===== src/rtl/sync_correlator_if.sv =====
// Receive-side correlator bus: bit strobe, window and configuration in,
// sync pulse and peak report out.
interface sync_correlator_if #(
  parameter int SW_LEN = 64
);
  logic              p_1us;
  logic              rxbit;
  logic              searchWin;
  logic [SW_LEN-1:0] syncword;
  logic [6:0]        regi_corre_threshold;
  logic              corre_sync_p;
  logic [6:0]        corre_best;
  logic [3:0]        corre_lag;
  logic              corre_busy;

  modport master (
    output p_1us, rxbit, searchWin, syncword, regi_corre_threshold,
    input  corre_sync_p, corre_best, corre_lag, corre_busy
  );

  modport slave (
    input  p_1us, rxbit, searchWin, syncword, regi_corre_threshold,
    output corre_sync_p, corre_best, corre_lag, corre_busy
  );
endinterface


===== src/rtl/sync_correlator.sv =====
// Access-code sync-word correlator with peak search. Bits shift in on the
// 1 us strobe; the matching-bit count is evaluated two cycles later, and a
// single sync pulse marks the best-matching position inside the window.
module sync_correlator #(
  parameter int SW_LEN    = 64,
  parameter int PEAK_HOLD = 1
) (
  input  logic                  clk_6M,
  input  logic                  rstz,
  sync_correlator_if.slave      bus
);

  typedef enum logic [1:0] {
    IDLE    = 2'd0,
    SEARCH  = 2'd1,
    PEAK    = 2'd2,
    HOLDOFF = 2'd3
  } state_t;

  // Number of positions where the received window agrees with the sync word.
  function automatic logic [6:0] match_count(input logic [SW_LEN-1:0] rx,
                                             input logic [SW_LEN-1:0] ref_w);
    logic [6:0] mism;
    mism = '0;
    for (int i = 0; i < SW_LEN; i++) begin
      mism = mism + {6'd0, rx[i] ^ ref_w[i]};
    end
    return 7'(SW_LEN) - mism;
  endfunction

  logic [SW_LEN-1:0] sr_p0;
  logic [6:0]        match_cnt;
  logic              p_1us_p1;
  logic              eval_p;

  state_t            state, state_nxt;
  logic [6:0]        best, best_nxt;
  logic [3:0]        age, age_nxt;
  logic              fire;

  logic              sync_p_r;
  logic [6:0]        best_out_r;
  logic [3:0]        lag_out_r;

  // Stage p0: shift register runs in every state so correlation is ready at window open.
  always_ff @(posedge clk_6M) begin
    if (rstz) begin
      sr_p0 <= '0;
    end else if (bus.p_1us) begin
      sr_p0 <= {bus.rxbit, sr_p0[SW_LEN-1:1]};
    end
  end

  // Stage p1/p2: match count one cycle after the shift; eval strobe aligned with it.
  always_ff @(posedge clk_6M) begin
    if (rstz) begin
      match_cnt <= '0;
      p_1us_p1  <= 1'b0;
      eval_p    <= 1'b0;
    end else begin
      match_cnt <= match_count(sr_p0, bus.syncword);
      p_1us_p1  <= bus.p_1us;
      eval_p    <= p_1us_p1;
    end
  end

  // Peak-search state register.
  always_ff @(posedge clk_6M) begin
    if (rstz) begin
      state <= IDLE;
      best  <= '0;
      age   <= '0;
    end else begin
      state <= state_nxt;
      best  <= best_nxt;
      age   <= age_nxt;
    end
  end

  // Next-state logic: window close beats a same-cycle evaluation; ties keep the earliest peak.
  always_comb begin
    state_nxt = state;
    best_nxt  = best;
    age_nxt   = age;
    fire      = 1'b0;
    unique case (state)
      IDLE: begin
        if (bus.searchWin) state_nxt = SEARCH;
      end
      SEARCH: begin
        if (!bus.searchWin) begin
          state_nxt = IDLE;
        end else if (eval_p && (match_cnt >= bus.regi_corre_threshold)) begin
          state_nxt = PEAK;
          best_nxt  = match_cnt;
          age_nxt   = '0;
        end
      end
      PEAK: begin
        if (!bus.searchWin) begin
          fire      = 1'b1;
          state_nxt = HOLDOFF;
        end else if (eval_p) begin
          if (match_cnt > best) begin
            best_nxt = match_cnt;
            age_nxt  = '0;
          end else begin
            age_nxt = age + 4'd1;
            if (age_nxt == 4'(PEAK_HOLD)) begin
              fire      = 1'b1;
              state_nxt = HOLDOFF;
            end
          end
        end
      end
      HOLDOFF: begin
        if (!bus.searchWin) state_nxt = IDLE;
      end
      default: state_nxt = IDLE;
    endcase
  end

  // Pulse and peak report registered on fire; report holds until the next fire.
  always_ff @(posedge clk_6M) begin
    if (rstz) begin
      sync_p_r   <= 1'b0;
      best_out_r <= '0;
      lag_out_r  <= '0;
    end else begin
      sync_p_r <= fire;
      if (fire) begin
        best_out_r <= best_nxt;
        lag_out_r  <= age_nxt;
      end
    end
  end

  assign bus.corre_sync_p = sync_p_r;
  assign bus.corre_best   = best_out_r;
  assign bus.corre_lag    = lag_out_r;
  assign bus.corre_busy   = (state == PEAK) || (state == HOLDOFF);

endmodule


===== src/flat_wrapper.sv =====
// flat-port wrapper written by rule: the top's interface ports become plain ports
module sync_correlator_flat 
#(
  parameter int SW_LEN    = 64,
  parameter int PEAK_HOLD = 1
)
  (clk_6M, rstz, bus_p_1us, bus_rxbit, bus_searchWin, bus_syncword, bus_regi_corre_threshold, bus_corre_sync_p, bus_corre_best, bus_corre_lag, bus_corre_busy);
  sync_correlator_if #(.SW_LEN(SW_LEN)) bus_i ();
  input  logic clk_6M;
  input  logic rstz;
  input wire logic [$bits(bus_i.p_1us)-1:0] bus_p_1us;
  input wire logic [$bits(bus_i.rxbit)-1:0] bus_rxbit;
  input wire logic [$bits(bus_i.searchWin)-1:0] bus_searchWin;
  input wire logic [$bits(bus_i.syncword)-1:0] bus_syncword;
  input wire logic [$bits(bus_i.regi_corre_threshold)-1:0] bus_regi_corre_threshold;
  output wire logic [$bits(bus_i.corre_sync_p)-1:0] bus_corre_sync_p;
  output wire logic [$bits(bus_i.corre_best)-1:0] bus_corre_best;
  output wire logic [$bits(bus_i.corre_lag)-1:0] bus_corre_lag;
  output wire logic [$bits(bus_i.corre_busy)-1:0] bus_corre_busy;
  assign bus_i.p_1us = bus_p_1us;
  assign bus_i.rxbit = bus_rxbit;
  assign bus_i.searchWin = bus_searchWin;
  assign bus_i.syncword = bus_syncword;
  assign bus_i.regi_corre_threshold = bus_regi_corre_threshold;
  assign bus_corre_sync_p = bus_i.corre_sync_p;
  assign bus_corre_best = bus_i.corre_best;
  assign bus_corre_lag = bus_i.corre_lag;
  assign bus_corre_busy = bus_i.corre_busy;
  sync_correlator #(.SW_LEN(SW_LEN), .PEAK_HOLD(PEAK_HOLD)) u_core (.clk_6M(clk_6M), .rstz(rstz), .bus(bus_i));
endmodule

===== config.mk =====
export PLATFORM = sky130hd
export DESIGN_NAME = sync_correlator_flat
export DESIGN_NICKNAME = d
export VERILOG_FILES = /design/src/rtl/sync_correlator_if.sv /design/src/rtl/sync_correlator.sv /design/src/flat_wrapper.sv
export SDC_FILE = /design/constraint.sdc
export NUM_CORES = 1
export LEC_CHECK = 0
export ABC_AREA = 1
export BUFFER_PORTS_ARGS = -buffer_cell sky130_fd_sc_hd__buf_2
export CAP_MARGIN = 15
export CORE_MARGIN = 2
export CORE_UTILIZATION = 54
export CTS_CLUSTER_DIAMETER = 30
export DETAILED_ROUTE_END_ITERATION = 6
export PLACE_DENSITY = 0.84
export SYNTH_ARGS = -nofsm -noshare
export SYNTH_HDL_FRONTEND = slang
export SYNTH_SLANG_ARGS = --single-unit

===== constraint.sdc =====
create_clock -name clk_6M -period 7.6 [get_ports clk_6M]
set_clock_uncertainty 0.1 [all_clocks]
set_input_delay 1.14 -clock clk_6M [delete_from_list [all_inputs] [get_ports clk_6M]]
set_output_delay 1.14 -clock clk_6M [all_outputs]
set_load 0.03 [all_outputs]

; ---- Yosys cells after proc, flatten, opt, wreduce, memory -nomap -nowiden
; Index checks and enable logic that the tools add are counted.
[classes]
n_lt_le_gt_ge = 2
div = 0
eq_ne = 10
mux = 26
shift = 0
mul = 0
bitwise_logic = 64
addsub = 65
n_reduce_logical = 4
[ops]
columns = op, n
row1 = $add A7 B1 Y7, 62
row2 = $xor A1 B1 Y1, 64
row3 = $mux W7, 5
row4 = $mux W4, 5
row5 = $mux W2, 8
row6 = $pmux W7 S2, 1
row7 = $ne A3 B2 Y1 const B, 3
row8 = $pmux W2 S4, 1
row9 = $pmux W4 S2, 1
row10 = $ge A7 B7 Y1, 1
row11 = $gt A7 B7 Y1, 1
row12 = $sub A7 B7 Y7 const A, 1
row13 = $reduce_and A6 Y1, 1
row14 = $mux W1, 5
row15 = $add A4 B1 Y4 const B, 1
row16 = $eq A2 B2 Y1 const B, 2
row17 = $eq A4 B1 Y1 const B, 1
row18 = $ne A2 B2 Y1 const B, 2
row19 = $ne A3 B3 Y1 const B, 1
row20 = $add A1 B1 Y2, 1
row21 = $eq A2 B1 Y1 const B, 1
row22 = $logic_not A2 Y1, 1
row23 = $logic_and A1 B1 Y1, 1
row24 = $logic_or A1 B1 Y1, 1
[totals]
wordCells = 181
input_bits = 76
ram_bits = 0
mem_bits_ro = 0
reg_bits = 98
latchBits = 0
output_inout_bits = 13
memories = 0

; ---- Logic depth before layout (Yosys ltp)
[logic_depth]
depth_word = 65
ltp_mapped = 24
mapped_depth_nobuf = 24

; ---- Worst setup path after synthesis
; No wires, ideal clock.
[synth_timing]
path_type = input port to flip-flop
start = in bus_syncword[4]
end = reg u_core.match_cnt[5]
n_path_buf = 0
setup_slack_ps = 410
setup_time_ps = 70
stages = 22
required_time_ps = 7430
arrival_time_ps = 7020
path_cell_list = xor2_1 -> fa_1 -> inv_1 -> ha_1 -> fa_1 -> inv_1 -> fa_1 -> fa_1 -> fa_1 -> fa_1 -> fa_1 -> inv_1 -> ha_1 -> ha_1 -> ha_1 -> fa_1 -> nand2_1 -> inv_1 -> or2_2 -> a21oi_1 -> o21ai_0 -> a21oi_1
[synth_via]
elab_chain_len = 62
[synth_rtl]
columns = element, line_no
row1 = from (decl), flat_wrapper.sv:14  ; input wire logic [$bits(bus_i.syncword)-1:0] bus_syncword;
row2 = $xor A1 B1 Y1, sync_correlator.sv:26  ; mism = mism + {6'd0, rx[i] ^ ref_w[i]};
row3 = $add A7 B1 Y7 (60 in a row), sync_correlator.sv:26
row4 = $sub A7 B7 Y7, sync_correlator.sv:28  ; return 7'(SW_LEN) - mism;
row5 = to (signal assigned), sync_correlator.sv:61  ; match_cnt <= match_count(sr_p0, bus.syncword);
row6 = to (decl), sync_correlator.sv:32  ; logic [6:0] match_cnt;
; Every way passes these cells.
; A chain may end at the register's enable or synchronous reset.

; ---- Worst setup path in the final report
; Ends and elaborated chain as after synthesis.

==> out/results.tsv <==
metric	value	unit
reg2reg_depth	22	
die_h	118.1	um
crit_required	7.78	ns
hold_slack	0.3117	ns
grt-ovfl-total	0	
worstMarginPinSlew	1.105	ns
clock_latency	0.35	ns
yosysSeqAreaShare	27.90	%
layout-drive-gt1-share	14.21	%
die_w	118.1	um
r2r_end	u_core.match_cnt[5]$_SDFF_PP0_	
crit_chain	buf_2, xor2_1, fa_1, inv_1, ha_1, fa_1, inv_1, fa_1, fa_1, fa_1, fa_1, fa_1, inv_1, ha_1, ha_1, ha_1, fa_1, nand2_1, inv_1, or2_2, a21oi_1, o21ai_0, a21oi_1	
syn_inst	858	
critPathMaxFanout	2	
fp.dieArea	0.01395	mm2
yosys.area.top_type	dfxtp_1	
rows	41	
clockBufferDepth	2	
r2r-start	u_core.sr_p0[4]$_SDFFE_PP0P_	
grt_setup_unrepaired	no	
drt_iter0_drc	293	
gp_congestion	0.8455	
critPathSlowestCell	fa_1	
route.vias.total	5342	
min_path_cells	2	
ctsHoldBuffers	0	
hpwl	10590	um
cpMostUsedCell	fa_1	
finalMaxSlewViolations	0	
max_freq	0.1386	GHz
yosys_warnings	0	
cts_buffers	9	
cts_setup_buffers	0	
syn_to_final_growth	11.78	%
cts_tree	yes	
synthTopCellsByArea	dfxtp_1 (28%), ha_1 (15%), fa_1 (15%), inv_1 (9.0%), nor2_1 (7.6%)	
antenna_cells	0	
grt_max_degree	69	
viasPerCell	4.821	
status	completed	
fin_crit_sh	94.96	%
cts.sinks	98	
yosys.area.top_type_share	27.90	%
final_cell_mix	inv_1 (168), nor2_1 (142), dfxtp_1 (98), buf_2 (88), ha_1 (84)	
ant_nets	0	
clk_pin_slew	0.07	ns
synth_cell_types	30	
synth_nets	1070	
startpoint_type	primary input	
holdCritStartpoint	u_core.p_1us_p1$_SDFF_PP0_	
core-area	0.01267	mm2
wirelength	13660	um
drt_first_pass_iters	5	
min_to	u_core.eval_p$_SDFF_PP0_	
wl_per_cell	12.33	um
cts-root-buf	clkbuf_16	
maxCapViolations	0	
slew_headroom	26.25	%
final.setup.tns	0	ns
synth_seq_cells	98	
fin_ws	0.3832	ns
ctsHtreeMaxLevel	3	
cts_resized	0	
antenna_found_initial	0	
fin_nets	1143	
mostFrequentLayoutCell	inv_1	
grt_pass1_vias	5490	
drc	0	
pre_cts_slack	0.005496	ns
period_minus_slack	7.217	ns
crit_arrival	7.40	ns
io_buffers	88	
syn-mean-instance-area	8.196	um2
setup_violations	0	
path_class	in -> reg	
utilization	62.03	%
initial_utilization	55.50	%
r2r_slack	0.91	ns
fillCellCount	1121	
critPathMaxStageDelay	0.54	ns
io-pin-count	89	
syn-cell-area	0.007032	mm2
grt_pass1_wl	24160	um
hold_path.class	reg -> reg	
final-hold-violation-count	0	
end_kind	flip-flop	
grt_usage	21.08	%
-- stage by stage --
stage,cells,area [um2]
global route,1108,7860
finish,1108,7860
global placement,1092,7577
CTS,1108,7860
detailed placement,1092,7577
floorplan,858,7032
-- layout make-up --
| type | instances | area [um2] | share of cell area (%) |
|---|---|---|---|
| Clock inverter | 4 | 26.28 | 0.3343 |
| Clock buffer | 12 | 256.5 | 3.263 |
| Multi-Input combinational cell | 561 | 4303 | 54.74 |
| Sequential cell | 98 | 1962 | 24.96 |
| Timing Repair Buffer | 90 | 455.4 | 5.794 |
| Inverter | 171 | 641.9 | 8.166 |
| Tap cell | 172 | 215.2 | 2.738 |
-- flip-flops by register name, indices dropped and copies added (netlist names), named ones only --
register and flops:
u_core.best 7, u_core.eval_p 1, u_core.bus.corre_best 7, u_core.bus.corre_lag 4, u_core.state 1, u_core.p_1us_p1 1
u_core.bus.corre_sync_p 1, u_core.sr_p0 64, u_core.match_cnt 7, u_core.age 4
-- routing by layer --
layer	up-vias	share of wire, %	GRT usage (%)
met1	2465	42	24.97
met5	-	0	0
met4	0	1.4	5.572
met3	17	4.7	5.136
li1	2757	-	-
met2	103	52	37.93
-- cells in the mapped netlist, drive strengths merged --
master  instances
nor3            1
xor2           32
nand4           3
inv           171
dfxtp          98
ha             84
buf            10
nor2          143
nand2          79
fa             52
nand3b          1
clkbuf         18
xnor2          35
a21oi          33
nand3          23
o21ai          72
or2             2
a21o            1
-- how the worst max path moves through the flow --
stage                               start                              to  cells past startpoint
after floorplan           bus_syncword[4]  u_core.match_cnt[5]$_SDFF_PP0_                     22
after global placement    bus_syncword[4]  u_core.match_cnt[5]$_SDFF_PP0_                     23
after detailed placement  bus_syncword[4]  u_core.match_cnt[5]$_SDFF_PP0_                     23
after CTS                 bus_syncword[4]  u_core.match_cnt[5]$_SDFF_PP0_                     23
after global routing      bus_syncword[4]  u_core.match_cnt[5]$_SDFF_PP0_                     23
final                     bus_syncword[4]  u_core.match_cnt[5]$_SDFF_PP0_                     23
-- worst max-delay path: cells and delay by family --
| family | cells | cell delay (ns) |
|---|---|---|
| adders and majority gates | 12 | 5.07 |
| and+or+nand+nor | 2 | 0.34 |
| xor gates and xnor gates | 1 | 0.15 |
| AOI/OAI and AO/OA | 3 | 0.41 |
| buffers and inverters | 5 | 0.27 |
-- kinds of logic after synthesis --
kind of cell             after synthesis  share of synthesized area (%)
AO/OA/AOI/OAI                        106                          8.114
flip-flops                            98                          27.90
XOR/XNOR                              67                          8.559
buffers and inverters                199                          10.91
AND/OR/NAND/NOR                      252                          14.77
adder cells (fa/ha/maj)              136                          29.75
Power is not shown: default switching activity piles up to over one toggle a cycle in this logic, so the estimate is an artifact.
